**src/rtl/uart_tx_byte.sv**
```systemverilog
// ---------------------------------------------------------------------------
// uart_tx_byte
//
// Serial UART transmitter. A byte presented with tx_en_i while the block is
// idle is latched and sent as one asynchronous frame on tx_o:
// start bit (0), 8 data bits LSB first, optional even parity bit, stop bit (1).
// Every output is registered, so tx_o drops to the start level on the same
// edge that accepts the byte.
//
// Optional feature:
//   UART_TX_PARITY_EN - when defined, an even parity bit (XOR of the 8 data
//                       bits) is sent between the last data bit and the stop
//                       bit, giving an 11-bit frame. Undefined: 10-bit frame.
//
// Parameters:
//   CLKS_PER_BIT - clock cycles per serial bit (2..65535)
//   CNT_W        - bit-period counter width, 2**CNT_W > CLKS_PER_BIT
//
// Ports:
//   clk_i       system clock
//   rst_i       asynchronous active-high reset; abandons any frame in flight
//   tx_data_i   byte to send, sampled only on the accept edge
//   tx_en_i     transmit request (pulse or level); ignored while busy
//   tx_busy_o   high for the whole frame
//   tx_done_o   one-cycle pulse when the stop bit period completes
//   tx_o        serial line, idle high
// ---------------------------------------------------------------------------
module uart_tx_byte #(
    parameter int unsigned CLKS_PER_BIT = 434,
    parameter int unsigned CNT_W        = 16
) (
    input  logic       clk_i,
    input  logic       rst_i,
    input  logic [7:0] tx_data_i,
    input  logic       tx_en_i,
    output logic       tx_busy_o,
    output logic       tx_done_o,
    output logic       tx_o
);

    typedef enum logic [2:0] {
        ST_IDLE   = 3'd0,
        ST_START  = 3'd1,
        ST_DATA   = 3'd2,
`ifdef UART_TX_PARITY_EN
        ST_PARITY = 3'd3,
`endif
        ST_STOP   = 3'd4
    } state_e;

    localparam logic [CNT_W-1:0] CNT_LAST = CNT_W'(CLKS_PER_BIT - 32'd1);
    localparam logic [CNT_W-1:0] CNT_ONE  = {{(CNT_W-1){1'b0}}, 1'b1};
    localparam logic [CNT_W-1:0] CNT_ZERO = {CNT_W{1'b0}};

`ifdef UART_TX_PARITY_EN
    // Even parity: the transmitted bit makes the total count of ones even.
    function automatic logic even_parity(input logic [7:0] data);
        return ^data;
    endfunction
`endif

    state_e           state_q, state_d;
    logic [CNT_W-1:0] cnt_q, cnt_d;
    logic [2:0]       bit_idx_q, bit_idx_d;
    logic [7:0]       shift_q, shift_d;
    logic             tx_q, tx_d;
    logic             busy_q, busy_d;
    logic             done_q, done_d;
    logic             bit_end_s;

    assign bit_end_s = (cnt_q == CNT_LAST);

    // State and output registers; reset parks the line high and idle.
    always_ff @(posedge clk_i or posedge rst_i) begin
        if (rst_i) begin
            state_q   <= ST_IDLE;
            cnt_q     <= CNT_ZERO;
            bit_idx_q <= 3'd0;
            shift_q   <= 8'h00;
            tx_q      <= 1'b1;
            busy_q    <= 1'b0;
            done_q    <= 1'b0;
        end else begin
            state_q   <= state_d;
            cnt_q     <= cnt_d;
            bit_idx_q <= bit_idx_d;
            shift_q   <= shift_d;
            tx_q      <= tx_d;
            busy_q    <= busy_d;
            done_q    <= done_d;
        end
    end

    // Next-state logic; tx_d is the level the line carries from the next edge.
    always_comb begin
        state_d   = state_q;
        bit_idx_d = bit_idx_q;
        shift_d   = shift_q;
        tx_d      = tx_q;
        busy_d    = busy_q;
        done_d    = 1'b0;
        // The period counter restarts at every bit boundary so it never
        // runs past CLKS_PER_BIT-1.
        if (bit_end_s) begin
            cnt_d = CNT_ZERO;
        end else begin
            cnt_d = cnt_q + CNT_ONE;
        end

        case (state_q)
            ST_IDLE: begin
                cnt_d     = CNT_ZERO;
                bit_idx_d = 3'd0;
                tx_d      = 1'b1;
                busy_d    = 1'b0;
                if (tx_en_i) begin
                    shift_d = tx_data_i;
                    state_d = ST_START;
                    tx_d    = 1'b0;
                    busy_d  = 1'b1;
                end else begin
                    state_d = ST_IDLE;
                end
            end
            ST_START: begin
                if (bit_end_s) begin
                    state_d   = ST_DATA;
                    bit_idx_d = 3'd0;
                    tx_d      = shift_q[0];
                end else begin
                    tx_d = 1'b0;
                end
            end
            ST_DATA: begin
                if (bit_end_s) begin
                    if (bit_idx_q == 3'd7) begin
`ifdef UART_TX_PARITY_EN
                        state_d = ST_PARITY;
                        tx_d    = even_parity(shift_q);
`else
                        state_d = ST_STOP;
                        tx_d    = 1'b1;
`endif
                    end else begin
                        bit_idx_d = bit_idx_q + 3'd1;
                        tx_d      = shift_q[bit_idx_q + 3'd1];
                    end
                end else begin
                    tx_d = shift_q[bit_idx_q];
                end
            end
`ifdef UART_TX_PARITY_EN
            ST_PARITY: begin
                if (bit_end_s) begin
                    state_d = ST_STOP;
                    tx_d    = 1'b1;
                end else begin
                    tx_d = tx_q;
                end
            end
`endif
            ST_STOP: begin
                tx_d = 1'b1;
                if (bit_end_s) begin
                    state_d = ST_IDLE;
                    busy_d  = 1'b0;
                    done_d  = 1'b1;
                end else begin
                    busy_d = 1'b1;
                end
            end
            default: begin
                // Unreachable encodings recover to a quiet idle line.
                state_d   = ST_IDLE;
                cnt_d     = CNT_ZERO;
                bit_idx_d = 3'd0;
                tx_d      = 1'b1;
                busy_d    = 1'b0;
            end
        endcase
    end

    assign tx_o      = tx_q;
    assign tx_busy_o = busy_q;
    assign tx_done_o = done_q;

endmodule

```
**config.mk**
```make
export PLATFORM = sky130hd
export DESIGN_NAME = uart_tx_byte
export DESIGN_NICKNAME = d
export VERILOG_FILES = /design/src/rtl/uart_tx_byte.sv
export SDC_FILE = /design/constraint.sdc
export NUM_CORES = 1
export LEC_CHECK = 0
export ABC_AREA = 1
export CORE_ASPECT_RATIO = 1.25
export CORE_MARGIN = 2
export CORE_UTILIZATION = 53
export CTS_CLUSTER_SIZE = 40
export DETAILED_ROUTE_END_ITERATION = 7
export GPL_TIMING_DRIVEN = 0
export PLACE_DENSITY = 0.87
export SYNTH_ARGS = -nofsm -noshare
export SYNTH_HDL_FRONTEND = slang
export SYNTH_SLANG_ARGS = --single-unit
```
**constraint.sdc**
```tcl
create_clock -name clk_i -period 1.3 [get_ports clk_i]
set_input_delay 0.26 -clock clk_i [delete_from_list [all_inputs] [get_ports clk_i]]
set_output_delay 0.26 -clock clk_i [all_outputs]
set_load 0.05 [all_outputs]
```
==> impl_metrics.ini <==
[outcome]
status = finished with violations
violations = DRC, setup timing

[routing]
drtPass1Iterations = 6
num_vias = 1797
wirelength_mm = 4.553
drtIter0Drc = 66
ant_nets = 0
drc = 2
viasPerCell = 5.396
wl_per_cell_um = 13.67

[timing]
fin_ws_ns = -0.1955
setup_tns_ns = -2.932
max_slew.worst_pin.slew_ns = 0.7028
skew_ns = 0.01063
clock.fmax_ghz = 0.6687
setup_viol = 23
slew_viol_final = 0
min_period_ns = 1.496
relSlewSlack = 0.5305
holdWs_ns = 0.4143
hold_viol_final = 0
rsz0062_at_grt = yes
finalCritPeriodShare = 1.150

[floorplan]
fp-row-count = 24
die_h_um = 72.59
fp.dieW_um = 58.87
ios = 14
dieArea_mm2 = 0.004273
coreArea_mm2 = 0.003543
initial_utilization = 0.5629

[yosys]
avgSynthCellArea_um2 = 7.700
synthTopCellsByArea = dfrtp_1 40%, nand2_1 11%, nor2_1 7.2%
syn_inst = 259
synth-compound-area-share = 0.06274
synth_top_area_frac = 0.4015
synth_area_mm2 = 0.001994
ys.flop_type = dfrtp_1
synth_edf_count = 0
synth_fp_nets = 274
synth-simple-area-share = 0.3921
synth_common_cells = 56 x nand2_1, 38 x nor2_1, 35 x inv_1
seq_area_frac_synth = 0.4147
synth.most_common_cell = nand2_1
synth_top_family_by_area = simple AND/OR/NAND/NOR gates
ys_ff_latch = 33
synth_xor_area_frac = 0.01757
synth_top_area_cell = dfrtp_1
yosys.area_share.adder = 0.02509
synth_mux_area_frac = 0
synth_cell_types = 27
async_reset_ff_frac = 1.000
synth_warnings = 0

[global_route]
grt_pass1_wl_mm = 7.141
grt_max_degree = 34
track_usage = 0.2194
grt-ovfl-total = 0
antenna_found_initial = 0
first_global_vias = 1676

[worst_setup_path]
path_class = flip-flop to flip-flop
critPathBufInv = 2
worst-path-stages = 9
critPathLaunch = cnt_q[0]
reg2reg_slack_ns = -0.20
cp-start-kind = flip-flop
critPathArrivalTime_ns = 1.70
critical_path_required_ns = 1.51
cp-end-kind = flip-flop
cp_common_cell = nand2_2
r2r-end = cnt_q[12]
reg2reg_depth = 9
crit_fanout = 6
crit_path_end = cnt_q[12]
r2r-start = cnt_q[0]
cp_top_family = simple AND/OR/NAND/NOR gates
cp_slowest_stage_delay_ns = 0.41
crit_slowest_cell = dfrtp_2
path_cells = buf_4, ha_4, nand2_2, inv_2, nand2_4, nor2_8, nand2_2, o21ai_1, nor3b_2

[cts]
clock_path_buffers = 2
htreeDepth = 2
clkTransAtPathRegs_ns = 0.07
cts_root_buffer = clkbuf_8
cts_inserted_buffers = 5
clock_latency_ns = 0.29
cts_tree = yes
clock_sinks = 33
hold_buffers = 0

[layout]
multiInputGateArea_mm2 = 0.001104
fin_nets = 308
drive_gt1_frac = 0.2925
seqCellArea_um2 = 828.3
n_antenna_cell = 0
final_cells = 333
nFillCells = 250
utilization = 0.7112
area_growth_pct = 26.35

[min_path]
min_path_type = primary input to async pin

[pwr]
ir_worst_vdd_mv = 0.5957
p_leak_nw = 1.319
powerDensity_mw_per_mm2 = 832.3

[place]
gp_congestion = 0.8701
port_buffers = 13
dp_hpwl_mm = 2.904
place_ws_ns = -0.4557
dp_cells = 311

[run]
maxCapViolCount = 0
## worst min-delay path by stage
stage                     cells past startpoint  slack [ns]  startpoint            to
final                                         2        0.41       rst_i  bit_idx_q[0]
after global routing                          2        0.47       rst_i  bit_idx_q[0]
after CTS                                     2        0.45       rst_i  bit_idx_q[0]
after detailed placement                      1        0.51    cnt_q[0]      cnt_q[0]
after global placement                        2        0.50   tx_busy_o     tx_busy_o
after floorplan                               1        0.39       rst_i  bit_idx_q[0]
## layout make-up
class	instances	area share
Clock inverter	2	0.01490
Tap cell	39	0.01936
Timing Repair Buffer	26	0.09434
Inverter	44	0.06703
Multi-Input combinational cell	181	0.4379
Clock buffer	6	0.03277
Sequential cell	33	0.3287
Buffer	2	0.004965
## metrics by stage
stage	power (mW)	area, µm²
global placement	1.097	2173
global route	2.149	2520
CTS	2.104	2399
detailed placement	1.097	2173
floorplan	1.061	1994
finish	2.097	2520
## cells in the final DEF, fill, tap and decap left out, types with 2 or more instances in the layout
cell type        Yosys  routed
dfrtp_1             32      31
nand4_1              5       5
a21oi_1             12      11
o21ai_2              2       4
a31oi_1              2       2
nor2_8               2       2
nand2_2              9      10
nand2_4              6       7
xor2_1               3       3
ha_4                 0       2
clkbuf_8             0       6
ha_1                 4       2
o21ai_1              4       4
nand3_2              4       4
buf_2                2       2
buf_4                0      12
nand3_1             19      17
nor2_1              38      34
inv_1               35      32
nand3_4              1       3
nor3_2               4       4
nor2_2               2       4
inv_2                9      11
nand2_1             56      54
nor2_4               1       3
clkinvlp_4           0       2
clkdlybuf4s50_1      0      10
## kinds of logic after synthesis
kind of cell | Yosys count
XOR/XNOR | 4
flip-flops | 33
adder cells (fa/ha/maj) | 4
AO/OA/AOI/OAI | 23
buffers and inverters | 46
AND/OR/NAND/NOR | 149
## report_power, final
group	switching (mW)	internal, mW	total [mW]
clock network	0.396	0.623	1.02
registers	0	1.03	1.03
logic	0.0246	0.0267	0.0513
## repair_timing
item / CTS / global route
gates resized for setup: 23 / 21
pin swaps: 8 / 11
cloned: 1 / 0
setup endpoints to repair: 53 / 34
buffers inserted: 7 / 6
## routing by layer
layer,up-vias,global-route usage,routed length (µm)
met5,-,0,0
met1,839,0.2589,1835
met4,0,0.09848,139
li1,880,-,-
met3,19,0.06028,217
met2,59,0.3679,2360
## flip-flops by register name (all words and copies together), names as in the netlist
| signal | cells |
|---|---|
| state_q | 3 |
| tx_busy_o | 1 |
| tx_done_o | 1 |
| cnt_q | 16 |
| bit_idx_q | 3 |
| tx_o | 1 |
| shift_q | 8 |
## worst reg2reg max path, stage by stage, from the launching register on
cell	delay, ns
dfrtp_2	0.41
buf_4	0.14
ha_4	0.13
nand2_2	0.06
inv_2	0.09
nand2_4	0.08
nor2_8	0.12
nand2_2	0.08
o21ai_1	0.12
nor3b_2	0.17
(Power assumes the default switching activity.)
